--- config.mk ---
export PLATFORM = sky130hd
export DESIGN_NAME = sar_compare_ctrl
export DESIGN_NICKNAME = d
export VERILOG_FILES = /design/src/rtl/sar_compare_ctrl.sv
export SDC_FILE = /design/constraint.sdc
export NUM_CORES = 1
export LEC_CHECK = 0
export BUFFER_PORTS_ARGS = -buffer_cell sky130_fd_sc_hd__buf_2
export CORE_MARGIN = 4
export CORE_UTILIZATION = 45
export DETAILED_ROUTE_END_ITERATION = 12
export PLACE_DENSITY = 0.71
export RECOVER_POWER = 100
export SETUP_SLACK_MARGIN = 0.05
export SYNTH_ARGS = -nofsm -noshare
export SYNTH_HDL_FRONTEND = slang
export SYNTH_SLANG_ARGS = --single-unit
--- constraint.sdc ---
create_clock -name clk -period 2.9 [get_ports clk]
set_clock_uncertainty 0.05 [all_clocks]
set_input_delay 0.435 -clock clk [delete_from_list [all_inputs] [get_ports clk]]
set_output_delay 0.435 -clock clk [all_outputs]
set_load 0.1 [all_outputs]
--- src/rtl/sar_compare_ctrl.sv ---
// rtl/sar_compare_ctrl.sv - successive-approximation search driving a magnitude comparator's b operand
// Optional early exit on an exact match when SAR_EARLY_EXIT_EN is defined.
module sar_compare_ctrl #(
   parameter int N = 8
) (
   input  logic         clk,
   input  logic         rst_n,
   input  logic         start,
   input  logic         lesser,
   input  logic         greater,
   input  logic         equal,
   output logic [N-1:0] guess,
   output logic         busy,
   output logic         done,
   output logic [N-1:0] result,
   output logic         err
);

   localparam int IW = (N > 1) ? $clog2(N) : 1;
   localparam logic [N-1:0] ONE = N'(1);
   localparam logic [N-1:0] MSB = ONE << (N - 1);
   localparam logic [IW-1:0] IDX_TOP = IW'(N - 1);

   typedef enum logic [1:0] {
      ST_IDLE   = 2'd0,
      ST_SEARCH = 2'd1,
      ST_DONE   = 2'd2
   } state_t;

   state_t        state_q, state_d;
   logic [N-1:0]  guess_q, guess_d;
   logic [N-1:0]  acc_q, acc_d;
   logic [IW-1:0] idx_q, idx_d;
   logic [N-1:0]  result_q, result_d;
   logic          err_q, err_d;

   logic          flags_valid;
   logic          keep_bit;
   logic [N-1:0]  acc_next;

   // Exactly one of the three comparator flags must be set.
   assign flags_valid = (lesser ^ greater ^ equal) & ~(lesser & greater & equal);
   assign keep_bit    = greater | equal;
   assign acc_next    = keep_bit ? guess_q : acc_q;

   always_ff @(posedge clk or negedge rst_n) begin
      if (!rst_n) begin
         state_q  <= ST_IDLE;
         guess_q  <= '0;
         acc_q    <= '0;
         idx_q    <= IDX_TOP;
         result_q <= '0;
         err_q    <= 1'b0;
      end else begin
         state_q  <= state_d;
         guess_q  <= guess_d;
         acc_q    <= acc_d;
         idx_q    <= idx_d;
         result_q <= result_d;
         err_q    <= err_d;
      end
   end

   always_comb begin
      state_d  = state_q;
      guess_d  = guess_q;
      acc_d    = acc_q;
      idx_d    = idx_q;
      result_d = result_q;
      err_d    = err_q;
      case (state_q)
         ST_IDLE: begin
            if (start) begin
               state_d = ST_SEARCH;
               acc_d   = '0;
               idx_d   = IDX_TOP;
               guess_d = MSB;
               err_d   = 1'b0;
            end
         end
         ST_SEARCH: begin
            if (!flags_valid) begin
               err_d    = 1'b1;
               result_d = acc_q;
               state_d  = ST_DONE;
            end
`ifdef SAR_EARLY_EXIT_EN
            else if (equal) begin
               result_d = guess_q;
               state_d  = ST_DONE;
            end
`endif
            else if (idx_q == '0) begin
               result_d = acc_next;
               state_d  = ST_DONE;
            end else begin
               // Next trial keeps the decided bits and sets the next lower one.
               idx_d   = idx_q - 1'b1;
               guess_d = acc_next | (ONE << (idx_q - 1'b1));
               acc_d   = acc_next;
            end
         end
         ST_DONE: begin
            state_d = ST_IDLE;
         end
         default: begin
            state_d = ST_IDLE;
         end
      endcase
   end

   assign guess  = guess_q;
   assign busy   = (state_q == ST_SEARCH);
   assign done   = (state_q == ST_DONE);
   assign result = result_q;
   assign err    = err_q;

endmodule

==> metrics.cfg, run 1 <==
[status]
status=finished with violations
violations=capacitance limit, slew limit

[timing]
setup-violations-final=0
final-hold-violation-count=0
slew_headroom_pct=-8.05
max_freq_mhz=425
tightest_slew_ns=1.62
period_needed_ns=2.36
maxSlewViolCount=31
layout_worst_path_cycle_share_pct=81.2
hold_ws_ns=0.446
fin_tns_setup_ns=0
grt_setup_unrepaired=no

[floorplanning]
rows=21
io-pin-count=25
initial_core_util_pct=47.8
placeableCoreArea_um2=3420
dieArea_um2=4650
die_y_um=68.2
die_x_um=68.2

[detailed_routing]
drt_iter0_drc=95
dr.pass1.iters=4
wl_per_cell_um=15.6
routed_via_density=5.61
drt_wl_total_um=3640
route.vias.total=1306
postRouteAntennaNets=0
drc=0

[critical_path]
slowest_stage=a31oi_1
cp-end-kind=register
cp.arrival_ns=2.56
worst_setup_path_start_kind=primary input
cp_data_required_time_ns=3.10
path_class=primary input to register
crit_chain=clkbuf_1 > ha_1 > xor2_1 > a31oi_1 > clkbuf_1 > nand3_1 > o21ai_0
slowest_delay_ns=0.47
cp_common_cell=clkbuf_1
crit_fanout=14

[grt]
track_usage_pct=18.7
grt_antenna_before_repair=0
grt_pass1_vias=1316
grt_pass1_wl_um=6170
grt_max_degree=31
grt_overflow=0

[finish]
final_cell_area_um2=1790
layout_commonest_cell=dfrtp_1
n_antenna_cell=0
seq_area_um2=754
nFillCells=337
area_growth_pct=9.43
layout_common_cells=27 x dfrtp_1, 23 x clkbuf_1, 20 x o21ai_0, 17 x a21oi_1, 11 x nand3_1
multi_input_comb_area_um2=772
drive_gt1_share_pct=15.5
final_net_count=198

[logic_synthesis]
synth-compound-area-share_pct=15.8
synthAdderAreaFrac_pct=4.60
synthMuxAreaShare_pct=12.7
netlist_area_um2=1630
synth_top_area_share_pct=41.4
synth.area.top_cells=dfrtp_1 41%, mux2_2 6.2%, o21ai_0 6.1%
synthSimpleGateAreaFrac_pct=13.5
synth_cell_types=36
synthXorXnorAreaFrac_pct=1.53
synth_top_family_by_area=compound AO/OA/AOI/OAI gates
synth-seq-cells=30
seq_area_frac_synth_pct=46.2
yosysWarnings=0
syn_avg_cell_area_um2=10.1
yosys.area.top_type=dfrtp_1
synth_nets=174
syn_inst=162

[clocking]
htree_levels=2
cts.repair.resized=0
hold_buffers=0
numClockSinks=30
cts_buffers=5
post_cts_buffers=0
clk_pin_slew_ns=0.10
cts_root_buf=clkbuf_4
clock_path_buffers=2
cts_tree=done
clkLatencyLatePin_ns=0.33

[place]
io_buffers=24
dpl.hpwl_um=2630
place_area_um2=1770
routabilityCongestion=0.828

[hold_path]
min_path_type=primary input to asynchronous set/reset pin

[job]
drv_cap=1

## registers in the layout (all words and copies together), names as in the netlist
register / flops
acc_q: 8
guess: 8
result: 8
idx_q: 3
state_q: 2
err: 1
## synthesized netlist by cell type, drive strengths merged
cell type,instances
a211oi,1
and2,1
inv,9
a21o,1
nand2,6
mux2i,5
dfstp,3
a22o,2
o21bai,1
and3b,1
nand2b,2
nand4,2
o21ai,20
or3b,4
mux2,14
ha,6
nand3,11
dfrtp,27
buf,7
a31oi,3
xor2,2
or3,1
nor2b,2
nor2,9
nor3b,2
clkbuf,2
a21oi,17
o31ai,1
## critical path: cells and delay by family
kind	cells	cell delay [ns]
buf+inv	2	0.82
compound gates	2	0.58
fa+ha+maj	1	0.40
xor+xnor	1	0.20
simple gates	1	0.12
## routing by layer
metal  up-vias  track usage, %  wire length [um]
met4         0            10.2                76
met1       647            23.5              1720
met5         -               0                 0
li1        622               -                 -
met2        30            28.6              1680
met3         7            5.58               170
## per-stage QoR
stage	instances	util, %	setup slack [ns]
finish	233	52.3	0.545
global route	233	52.3	0.351
CTS	233	53.6	0.723
detailed placement	225	51.9	0.447
global placement	225	51.9	0.531
floorplan	162	-	0.682
## final cells by class
cell class	count	share of cell area, %
Multi-Input combinational cell	114	43.2
Timing Repair Buffer	26	5.75
Inverter	9	2.17
Sequential cell	30	42.3
Clock buffer	7	3.08
Tap cell	46	3.22
Clock inverter	1	0.280
## path summary, 6_finish.rpt
kind | startpoint | end | slack (ns) | cells after the start
setup reg to reg | idx_q[0]$_DFFE_PN1P_ | acc_q[3]$_DFFE_PN0P_ | 0.74 | 7
setup / recovery | greater | result[7]$_DFFE_PN0P_ | 0.54 | 7
max in group asynchronous | rst_n | guess[6]$_DFFE_PN0P_ | 1.41 | 1
min in group clk | idx_q[2]$_DFFE_PN1P_ | idx_q[2]$_DFFE_PN1P_ | 0.45 | 2
hold / removal | rst_n | err$_DFFE_PN0P_ | 0.45 | 1
hold reg to reg | idx_q[2]$_DFFE_PN1P_ | idx_q[2]$_DFFE_PN1P_ | 0.45 | 2
## kinds of logic after synthesis
group / after synthesis
AOI/OAI and AO/OA: 46
buffers and inverters: 18
xor gates and xnor gates: 2
and+or+nand+nor: 41
muxes: 19
adders and majority gates: 6
DFF: 30
Power of run 1 is not shown: default switching activity piles up to over one toggle a cycle in this logic, so the estimate is an artifact.
==> run 2: changes to the inputs <==
==> constraint.sdc (replaced) <==
create_clock -name clk -period 2.2 [get_ports clk]
set_clock_uncertainty 0.05 [all_clocks]
set_input_delay 0.33 -clock clk [delete_from_list [all_inputs] [get_ports clk]]
set_output_delay 0.33 -clock clk [all_outputs]
set_load 0.1 [all_outputs]
==> run 2 against run 1 <==
The run now ends clean. Flip-flop and latch count is the same. First-iteration DRC count is the same. Utilization is 1.6 points higher. Hold slack barely moved. Global-route usage increased by 0.33 points. Critical path type is now register to primary output. Largest cell class unchanged.
==> metrics.cfg, run 2 (synthesis results as in run 1) <==
[grt]
grt_pass1_vias=1316
grt_pass1_wl_um=6330
grt_antenna_before_repair=0
grt_overflow=0
track_usage_pct=19.0
grt_max_degree=31

[critical_path]
cp.arrival_ns=1.68
cp-end-kind=primary output
critical_path.startpoint=state_q[1]$_DFFE_PN0P_
r2r-start=idx_q[0]$_DFFE_PN1P_
slowest_delay_ns=0.47
cp_data_required_time_ns=1.82
path_class=register to primary output
r2r-end=acc_q[2]$_DFFE_PN0P_
crit_fanout=9
rr_worst_depth=7
reg2reg_setup_slack_ns=0.17
slowest_stage=clkbuf_2
worst_setup_path_start_kind=register
crit_chain=nand2b_1 > inv_2 > clkbuf_2

[finish]
drive_gt1_share_pct=26.6
n_antenna_cell=0
layout_commonest_cell=dfrtp_1
area_growth_pct=12.9
layout_common_cells=27 x dfrtp_1, 20 x o21ai_0, 20 x clkbuf_2, 17 x a21oi_1, 11 x nand3_1
final_net_count=203
instances_no_fill=238

[timing]
final-hold-violation-count=0
maxSlewViolCount=0
grt_setup_unrepaired=no
setup_slack_ns=0.142
layout_worst_path_cycle_share_pct=93.5
tightest_slew_ns=1.17
hold_ws_ns=0.446
slew_headroom_pct=22.4
fin_tns_setup_ns=0
max_freq_mhz=486
period_needed_ns=2.06
setup-violations-final=0

[place]
io_buffers=24
routabilityCongestion=0.850
dpl.hpwl_um=2720
placedCellCount=229
pre_cts_slack_ns=0.0335

[detailed_routing]
route.vias.total=1315
wl_per_cell_um=16.0
drt_iter0_drc=95
routed_via_density=5.53
dr.pass1.iters=5
drc=0
postRouteAntennaNets=0
drt_wl_total_um=3800

[clocking]
post_cts_buffers=0
numClockSinks=30
clock_path_buffers=2
clk_pin_slew_ns=0.10
cts.repair.resized=0
cts_tree=done
htree_levels=2
cts_root_buf=clkbuf_4
clkLatencyLatePin_ns=0.33
hold_buffers=1
cts_buffers=5

[status]
status=finished, final reports clean

[floorplanning]
placeableCoreArea_um2=3420
rows=21
initial_core_util_pct=47.8
die_x_um=68.2
die_y_um=68.2
io-pin-count=25
dieArea_um2=4650

[hold_path]
min_path_cells=4
holdPathEnd=idx_q[1]$_DFFE_PN1P_
min_from=start
min_path_type=primary input to register

[job]
drv_cap=0

[run 2: final cells by class]
class                      instances  area [um2]
clock buffer                       8        48.8
fill                             327        1570
inverter                           9        33.8
multi-input combinational        114         779
sequential                        30         754
tap                               46        57.6
timing repair buffer              31         168
[run 2: worst max path at each step]
stage	endpoint	slack, ns	cells past startpoint
CTS	busy	0.16	3
detailed placement	result[6]$_DFFE_PN0P_	0.03	6
floorplan	done	0.09	1
global placement	result[4]$_DFFE_PN0P_	0.1	6
finish	busy	0.14	3
global route	busy	0.04	3
[run 2: routing by layer]
layer  part of all wire [%]  global-route usage, %  up-vias
met3                    6.9                   7.06        4
met5                      0                      0        -
met2                     48                   29.6       45
met4                    1.1                   6.95        0
met1                     44                   24.1      636
li1                       -                      -      630
[run 2: worst max-delay path: cells and delay by family (launching register included)]
kind / cells / cell delay [ns]
flops: 1 / 0.41
simple gates: 1 / 0.30
buf+inv: 2 / 0.64
[run 2: stage by stage]
step / area (um2) / util, %
after global placement: 1800 / 52.7
after floorplan: 1630 / -
after CTS: 1860 / 54.5
after global routing: 1840 / 53.9
final: 1840 / 53.9
after detailed placement: 1800 / 52.7
Power of run 2 is left out for the same reason.
